===== config.mk =====
export PLATFORM = sky130hd
export DESIGN_NAME = rpsc_rf_sequencer_flat
export DESIGN_NICKNAME = d
export VERILOG_FILES = /design/src/rtl/rpsc_rf_sequencer_if.sv /design/src/rtl/rpsc_rf_sequencer.sv /design/src/flat_wrapper.sv
export SDC_FILE = /design/constraint.sdc
export NUM_CORES = 1
export LEC_CHECK = 0
export ABC_AREA = 1
export CAP_MARGIN = 5
export CORE_ASPECT_RATIO = 0.9
export CORE_MARGIN = 4
export CORE_UTILIZATION = 49
export CTS_BUF_LIST = sky130_fd_sc_hd__clkbuf_4 sky130_fd_sc_hd__clkbuf_8
export DETAILED_ROUTE_END_ITERATION = 12
export HOLD_SLACK_MARGIN = 0.12
export PLACE_DENSITY = 0.83
export SLEW_MARGIN = 20
export SYNTH_ARGS = -nofsm -noshare
export SYNTH_HDL_FRONTEND = slang
export SYNTH_SLANG_ARGS = --single-unit

===== constraint.sdc =====
create_clock -name clk -period 3.63 [get_ports clk]
set_clock_uncertainty 0.2 [all_clocks]
set_input_delay 0.9075 -clock clk [delete_from_list [all_inputs] [get_ports clk]]
set_output_delay 0.9075 -clock clk [all_outputs]
set_load 0.005 [all_outputs]

===== src/rtl/rpsc_rf_sequencer_if.sv =====
// Status inputs and command outputs of the RF turn-on sequencer.
// RPSC_SEQ_FAULT_COUNT_EN adds the saturating fault_count output.
interface rpsc_rf_sequencer_if;
    logic       g2_on_perm;
    logic       g2_on;
    logic       dr_amp_on_perm;
    logic       dr_amp_on;
    logic       rf_reduced_permitted;
    logic       rf_permitted;
    logic       ca_delay;
    logic       start_req;
    logic       stop_req;
    logic       fault_clr;
    logic       g2_on_cmd;
    logic       dr_amp_on_cmd;
    logic       rf_reduced_en;
    logic       rf_full_en;
    logic       fault;
    logic [2:0] fault_code;
    logic [2:0] state;
`ifdef RPSC_SEQ_FAULT_COUNT_EN
    logic [7:0] fault_count;

    modport master (
        output g2_on_perm, g2_on, dr_amp_on_perm, dr_amp_on, rf_reduced_permitted,
               rf_permitted, ca_delay, start_req, stop_req, fault_clr,
        input  g2_on_cmd, dr_amp_on_cmd, rf_reduced_en, rf_full_en, fault,
               fault_code, state, fault_count
    );
    modport slave (
        input  g2_on_perm, g2_on, dr_amp_on_perm, dr_amp_on, rf_reduced_permitted,
               rf_permitted, ca_delay, start_req, stop_req, fault_clr,
        output g2_on_cmd, dr_amp_on_cmd, rf_reduced_en, rf_full_en, fault,
               fault_code, state, fault_count
    );
`else
    modport master (
        output g2_on_perm, g2_on, dr_amp_on_perm, dr_amp_on, rf_reduced_permitted,
               rf_permitted, ca_delay, start_req, stop_req, fault_clr,
        input  g2_on_cmd, dr_amp_on_cmd, rf_reduced_en, rf_full_en, fault,
               fault_code, state
    );
    modport slave (
        input  g2_on_perm, g2_on, dr_amp_on_perm, dr_amp_on, rf_reduced_permitted,
               rf_permitted, ca_delay, start_req, stop_req, fault_clr,
        output g2_on_cmd, dr_amp_on_cmd, rf_reduced_en, rf_full_en, fault,
               fault_code, state
    );
`endif
endinterface


===== src/rtl/rpsc_rf_sequencer.sv =====
// RF chain sequencer: G2 -> driver amp -> reduced RF -> full RF, with step timeouts and
// latched faults. Optional RPSC_SEQ_FAULT_COUNT_EN adds a saturating fault counter.
module rpsc_rf_sequencer #(
    parameter int STEP_TIMEOUT    = 1000,
    parameter int CA_DELAY_CYCLES = 5000,
    parameter int CNT_W           = 16
) (
    input logic                 clk,
    input logic                 reset,
    rpsc_rf_sequencer_if.slave  bus
);
    typedef enum logic [2:0] {
        S_IDLE = 3'd0, S_G2_RAMP = 3'd1, S_DRV_RAMP = 3'd2, S_RF_REDUCED = 3'd3,
        S_RF_FULL = 3'd4, S_SHUTDOWN = 3'd5, S_FAULT = 3'd6
    } state_t;

    localparam logic [CNT_W-1:0] TO_LAST = CNT_W'(STEP_TIMEOUT - 1);
    localparam logic [CNT_W-1:0] CA_LAST = CNT_W'(CA_DELAY_CYCLES - 1);

    state_t           st, nxt, adv_st;
    logic [CNT_W-1:0] cnt;
    logic [2:0]       nxt_code, perm_code, to_code;
    logic             adv, timeout, run_g2, run_dr;

    assign timeout = (cnt == TO_LAST);
    assign run_g2  = (st == S_G2_RAMP) || (st == S_DRV_RAMP) || (st == S_RF_REDUCED) || (st == S_RF_FULL);
    assign run_dr  = (st == S_DRV_RAMP) || (st == S_RF_REDUCED) || (st == S_RF_FULL);

    always_comb begin
        adv       = 1'b0;
        adv_st    = st;
        to_code   = 3'd0;
        perm_code = 3'd0;
        case (st)
            S_G2_RAMP:    begin adv = bus.g2_on && bus.dr_amp_on_perm; adv_st = S_DRV_RAMP; to_code = 3'd1; end
            S_DRV_RAMP:   begin adv = bus.dr_amp_on && bus.rf_reduced_permitted; adv_st = S_RF_REDUCED; to_code = 3'd2; end
            S_RF_REDUCED: begin adv = (cnt >= CA_LAST) && bus.ca_delay && bus.rf_permitted; adv_st = S_RF_FULL; end
            // Falling back to reduced RF is a normal step; the no-permit case is caught below.
            S_RF_FULL:    begin adv = !bus.rf_permitted; adv_st = S_RF_REDUCED; end
            default:      ;
        endcase
        // Lowest code wins when several permits drop together.
        if (run_g2 && !bus.g2_on_perm)                                          perm_code = 3'd3;
        else if (run_dr && !bus.dr_amp_on_perm)                                 perm_code = 3'd4;
        else if (st == S_RF_REDUCED && !bus.rf_reduced_permitted)               perm_code = 3'd6;
        else if (st == S_RF_FULL && !bus.rf_permitted && !bus.rf_reduced_permitted) perm_code = 3'd6;
    end

    always_comb begin
        nxt      = st;
        nxt_code = 3'd0;
        case (st)
            S_IDLE:
                if (bus.start_req && bus.g2_on_perm && !bus.stop_req) nxt = S_G2_RAMP;
            S_G2_RAMP, S_DRV_RAMP, S_RF_REDUCED, S_RF_FULL: begin
                if (perm_code != 3'd0) begin
                    nxt      = S_FAULT;
                    nxt_code = perm_code;
                end else if (to_code != 3'd0 && timeout && !adv) begin
                    nxt      = S_FAULT;
                    nxt_code = to_code;
                end else if (bus.stop_req) begin
                    nxt = S_SHUTDOWN;
                end else if (adv) begin
                    nxt = adv_st;
                end
            end
            S_SHUTDOWN:
                if (!bus.g2_on) nxt = S_IDLE;
                else if (timeout) begin
                    nxt      = S_FAULT;
                    nxt_code = 3'd5;
                end
            S_FAULT:
                if (bus.fault_clr && !bus.start_req) nxt = S_IDLE;
            default:
                nxt = S_IDLE;
        endcase
    end

    assign bus.state = st;

    always_ff @(posedge clk) begin
        if (reset) begin
            st                <= S_IDLE;
            cnt               <= '0;
            bus.g2_on_cmd     <= 1'b0;
            bus.dr_amp_on_cmd <= 1'b0;
            bus.rf_reduced_en <= 1'b0;
            bus.rf_full_en    <= 1'b0;
            bus.fault         <= 1'b0;
            bus.fault_code    <= 3'd0;
        end else begin
            st  <= nxt;
            cnt <= (nxt != st) ? '0 : ((&cnt) ? cnt : cnt + 1'b1);
            // In shutdown G2 stays enabled until the driver amp reports off, then stays off.
            bus.g2_on_cmd     <= (nxt == S_G2_RAMP) || (nxt == S_DRV_RAMP) || (nxt == S_RF_REDUCED) ||
                                 (nxt == S_RF_FULL) ||
                                 ((nxt == S_SHUTDOWN) && ((st != S_SHUTDOWN) || (bus.g2_on_cmd && bus.dr_amp_on)));
            bus.dr_amp_on_cmd <= (nxt == S_DRV_RAMP) || (nxt == S_RF_REDUCED) || (nxt == S_RF_FULL);
            bus.rf_reduced_en <= (nxt == S_RF_REDUCED);
            bus.rf_full_en    <= (nxt == S_RF_FULL);
            bus.fault         <= (nxt == S_FAULT);
            bus.fault_code    <= (nxt != S_FAULT) ? 3'd0 : ((st == S_FAULT) ? bus.fault_code : nxt_code);
        end
    end

`ifdef RPSC_SEQ_FAULT_COUNT_EN
    always_ff @(posedge clk) begin
        if (reset)
            bus.fault_count <= 8'd0;
        else if (nxt == S_FAULT && st != S_FAULT && bus.fault_count != 8'hFF)
            bus.fault_count <= bus.fault_count + 8'd1;
    end
`endif
endmodule


===== src/flat_wrapper.sv =====
// flat-port wrapper written by rule: the top's interface ports become plain ports
module rpsc_rf_sequencer_flat 
#(
    parameter int STEP_TIMEOUT    = 1000,
    parameter int CA_DELAY_CYCLES = 5000,
    parameter int CNT_W           = 16
)
  (clk, reset, bus_g2_on_perm, bus_g2_on, bus_dr_amp_on_perm, bus_dr_amp_on, bus_rf_reduced_permitted, bus_rf_permitted, bus_ca_delay, bus_start_req, bus_stop_req, bus_fault_clr, bus_g2_on_cmd, bus_dr_amp_on_cmd, bus_rf_reduced_en, bus_rf_full_en, bus_fault, bus_fault_code, bus_state);
  rpsc_rf_sequencer_if bus_i ();
  input logic clk;
  input logic reset;
  input wire logic [$bits(bus_i.g2_on_perm)-1:0] bus_g2_on_perm;
  input wire logic [$bits(bus_i.g2_on)-1:0] bus_g2_on;
  input wire logic [$bits(bus_i.dr_amp_on_perm)-1:0] bus_dr_amp_on_perm;
  input wire logic [$bits(bus_i.dr_amp_on)-1:0] bus_dr_amp_on;
  input wire logic [$bits(bus_i.rf_reduced_permitted)-1:0] bus_rf_reduced_permitted;
  input wire logic [$bits(bus_i.rf_permitted)-1:0] bus_rf_permitted;
  input wire logic [$bits(bus_i.ca_delay)-1:0] bus_ca_delay;
  input wire logic [$bits(bus_i.start_req)-1:0] bus_start_req;
  input wire logic [$bits(bus_i.stop_req)-1:0] bus_stop_req;
  input wire logic [$bits(bus_i.fault_clr)-1:0] bus_fault_clr;
  output wire logic [$bits(bus_i.g2_on_cmd)-1:0] bus_g2_on_cmd;
  output wire logic [$bits(bus_i.dr_amp_on_cmd)-1:0] bus_dr_amp_on_cmd;
  output wire logic [$bits(bus_i.rf_reduced_en)-1:0] bus_rf_reduced_en;
  output wire logic [$bits(bus_i.rf_full_en)-1:0] bus_rf_full_en;
  output wire logic [$bits(bus_i.fault)-1:0] bus_fault;
  output wire logic [$bits(bus_i.fault_code)-1:0] bus_fault_code;
  output wire logic [$bits(bus_i.state)-1:0] bus_state;
  assign bus_i.g2_on_perm = bus_g2_on_perm;
  assign bus_i.g2_on = bus_g2_on;
  assign bus_i.dr_amp_on_perm = bus_dr_amp_on_perm;
  assign bus_i.dr_amp_on = bus_dr_amp_on;
  assign bus_i.rf_reduced_permitted = bus_rf_reduced_permitted;
  assign bus_i.rf_permitted = bus_rf_permitted;
  assign bus_i.ca_delay = bus_ca_delay;
  assign bus_i.start_req = bus_start_req;
  assign bus_i.stop_req = bus_stop_req;
  assign bus_i.fault_clr = bus_fault_clr;
  assign bus_g2_on_cmd = bus_i.g2_on_cmd;
  assign bus_dr_amp_on_cmd = bus_i.dr_amp_on_cmd;
  assign bus_rf_reduced_en = bus_i.rf_reduced_en;
  assign bus_rf_full_en = bus_i.rf_full_en;
  assign bus_fault = bus_i.fault;
  assign bus_fault_code = bus_i.fault_code;
  assign bus_state = bus_i.state;
  rpsc_rf_sequencer #(.STEP_TIMEOUT(STEP_TIMEOUT), .CA_DELAY_CYCLES(CA_DELAY_CYCLES), .CNT_W(CNT_W)) u_core (.clk(clk), .reset(reset), .bus(bus_i));
endmodule

==> results_dict.tcl <==
set metrics [dict create \
    status "finished, final reports clean" \
    dp.cells 319 \
    postSynthAreaPerCell_sq_um 6.696 \
    rr_startpoint "u_core.bus.state[1]" \
    port_buffers 22 \
    power.leakage_nw 0.8885 \
    synth_cell_types 31 \
    yosys.area.top_type "dfxtp_1" \
    holdBufCountCts 0 \
    grt_setup_unrepaired "no" \
    multiInputGateArea_sq_um 996.0 \
    min_period_ps 2839 \
    whs_ps 320.6 \
    drive_gt1_share_pct 10.04 \
    synth_edf_count 0 \
    drcViolationCount 0 \
    fillCellCount 318 \
    coreArea_sq_um 3378 \
    critPathKind "primary input to register" \
    cts_setup_buffers 0 \
    synthArstFlopShare_pct 0 \
    max_freq_ghz 0.3523 \
    num_vias 1661 \
    seq_area_frac_synth_pct 31.53 \
    regArea_sq_um 540.5 \
    synth-seq-cells 27 \
    fin_area_sq_um 1998 \
    required_ps 3570 \
    root_buffer "clkbuf_8" \
    cts_tree "done" \
    power_mw 0.5718 \
    crit_start "bus_rf_permitted" \
    start_util_pct 50.74 \
    hpwl_um 2920 \
    cts_sinks 27 \
    firstDrtPassIters 4 \
    critPathMaxFanout 16 \
    htree_num_levels 1 \
    gr-total-overflow 0 \
    cp-start-kind "primary input" \
    die_area_sq_um 4510 \
    fp-row-count 20 \
    grt_pass1_vias 1545 \
    p_per_area_nw_per_um2 286.2 \
    grt_max_degree 17 \
    cp_data_arrival_time_ps 2780 \
    gp_congestion 0.9390 \
    hold_viol 0 \
    grt_pass1_wl_um 6548 \
    die_h_um 64.11 \
    ys_warn_count 0 \
    synthCells 256 \
    use_met2_pct 28.62 \
    ant_nets 0 \
    synth_top_cell_area_share_pct 31.53 \
    yosys-top-cells-area "dfxtp_1 (32%), nand2_1 (12%), nor2_1 (7.9%)" \
    finalCritPeriodShare_pct 78.20 \
    die_w_um 70.35 \
    met3_usage_pct 3.459 \
    grt_antenna_before_repair 0 \
    max_slew_margin_pct 47.62 \
    synth_flop_cell "dfxtp_1" \
    wl_per_cell_um 11.63 \
    timing.rr.end "u_core.cnt[15]" \
    ir_drop_v 0.0002606 \
    ios 23 \
    cts_buffer_depth 2 \
    netlist_area_sq_um 1714 \
    endpoint_kind "register" \
    vias_per_cell 5.142 \
    ctsResizeCount 0 \
    hp-class "register to register" \
    clk_pin_slew_worst_paths_ps 90 \
    finalMaxSlewViolations 0 \
    drt-initial-drc-count 109 \
    hp-start "u_core.bus.fault_code[1]" \
    finalSetupViolations 0 \
    rrSetupSlack_ps 1200 \
    tightest_slew_ps 779.7 \
    synth_fp_nets 269 \
    endpoint "u_core.cnt[15]" \
    drt-total-wl_um 3757 \
    fin_tns_setup_ps 0 \
    fin_nets 293 \
    grtUsageTotal_pct 17.61 \
    fin_cells 323 \
    antenna_cells 0 \
    maxCapViolations 0 \
    syn2layout_area_growth_pct 16.57 \
    rr_worst_depth 14 \
    grt.busiest_layer "met2" \
    gr-usage-met1_pct 23.54 \
    cts_made_buffers 3 \
    clock_latency_ps 270 \
    placed_area_sq_um 1952 \
]
## stage by stage
stage	worst slack (ps)	utilization, %
2_1_floorplan	1256	-
3_3_place_gp	573.4	57.78
3_5_place_dp	520.9	57.78
4_1_cts	809.9	59.15
5_1_grt	550.3	59.15
6_report	791.2	59.15
## how the worst min path moves through the flow
stage | end | slack (ps) | cells past startpoint
final | u_core.bus.fault_code[1] | 320 | 2
after global routing | u_core.bus.fault_code[1] | 380 | 2
after CTS | u_core.bus.fault_code[1] | 320 | 2
after detailed placement | u_core.bus.fault_code[1] | 300 | 2
after global placement | u_core.bus.fault_code[1] | 290 | 2
after floorplan | u_core.bus.fault_code[1] | 290 | 2
## cell type report
| class | count | share of cell area [%] |
|---|---|---|
| clock inverters | 1 | 0.2505 |
| inverters | 37 | 7.013 |
| well taps | 44 | 2.755 |
| repair buffers | 22 | 11.02 |
| multi-input cells | 189 | 49.84 |
| clock buffers | 3 | 2.066 |
| flip-flops and latches | 27 | 27.05 |
## placed cells by master (no fill, tap or decap), types with 6 or more instances in the layout
| cell | synthesis | layout |
|---|---|---|
| nor3_1 | 20 | 20 |
| inv_1 | 34 | 34 |
| clkdlybuf4s50_1 | 0 | 22 |
| nor3_2 | 10 | 10 |
| nand2_1 | 55 | 55 |
| nand2_2 | 6 | 6 |
| nor2_1 | 36 | 36 |
| dfxtp_1 | 27 | 27 |
| nand3_1 | 22 | 22 |
| xor2_1 | 8 | 8 |
## per-layer routing
metal | vias to the layer above | wire length [um]
met5 | - | 0
met4 | 0 | 29
met3 | 2 | 173
met2 | 33 | 1770
met1 | 748 | 1784
li1 | 878 | -
## synth_stat cells (2+ instances only)
library cell	number
inv_1	34
xnor2_1	2
xor2_1	8
o21ai_0	3
o211ai_1	2
buf_6	2
nand2_1	55
nand4_1	5
nor2_1	36
a21oi_1	5
dfxtp_1	27
nor3_2	10
nand3_1	22
inv_2	2
nand2_2	6
nor3_1	20
nor2_2	2
a211oi_1	2
## flip-flops by register name, summed over array words and instances (netlist names)
register	count
u_core.cnt	16
u_core.bus.rf_reduced_en	1
u_core.bus.rf_full_en	1
u_core.bus.dr_amp_on_cmd	1
u_core.bus.fault	1
u_core.bus.g2_on_cmd	1
u_core.bus.fault_code	3
u_core.bus.state	3
## cells by family (layout without fill, tap and decap cells)
kind of cell    count (synthesis)  count (layout)  share of synthesized area, %
compound gates                 18              18                         6.642
xor+xnor                       10              10                         5.110
fa+ha+maj                       1               1                        0.7298
buf+inv                        40              63                         10.36
flops                          27              27                         31.53
mux                             1               1                        0.5840
simple gates                  159             159                         45.04
## where the power goes
| group | switching, mW | internal [mW] |
|---|---|---|
| logic | 0.0522 | 0.0379 |
| registers | 0.00845 | 0.304 |
| clock network | 0.0923 | 0.0769 |
| total | 0.153 | 0.419 |
## critical path, cell delays in order
cell,delay (ps)
clkdlybuf4s50_1,480
inv_1,40
nand3_1,110
nand2_1,80
nand2_1,80
nand2_1,50
nand2_1,50
inv_1,60
nor2_2,100
nand2_1,80
nor2_1,90
nand2_1,70
nand2_1,100
nand2_1,70
nand2_2,320
nor3_1,100
(Power assumes the default switching activity.)
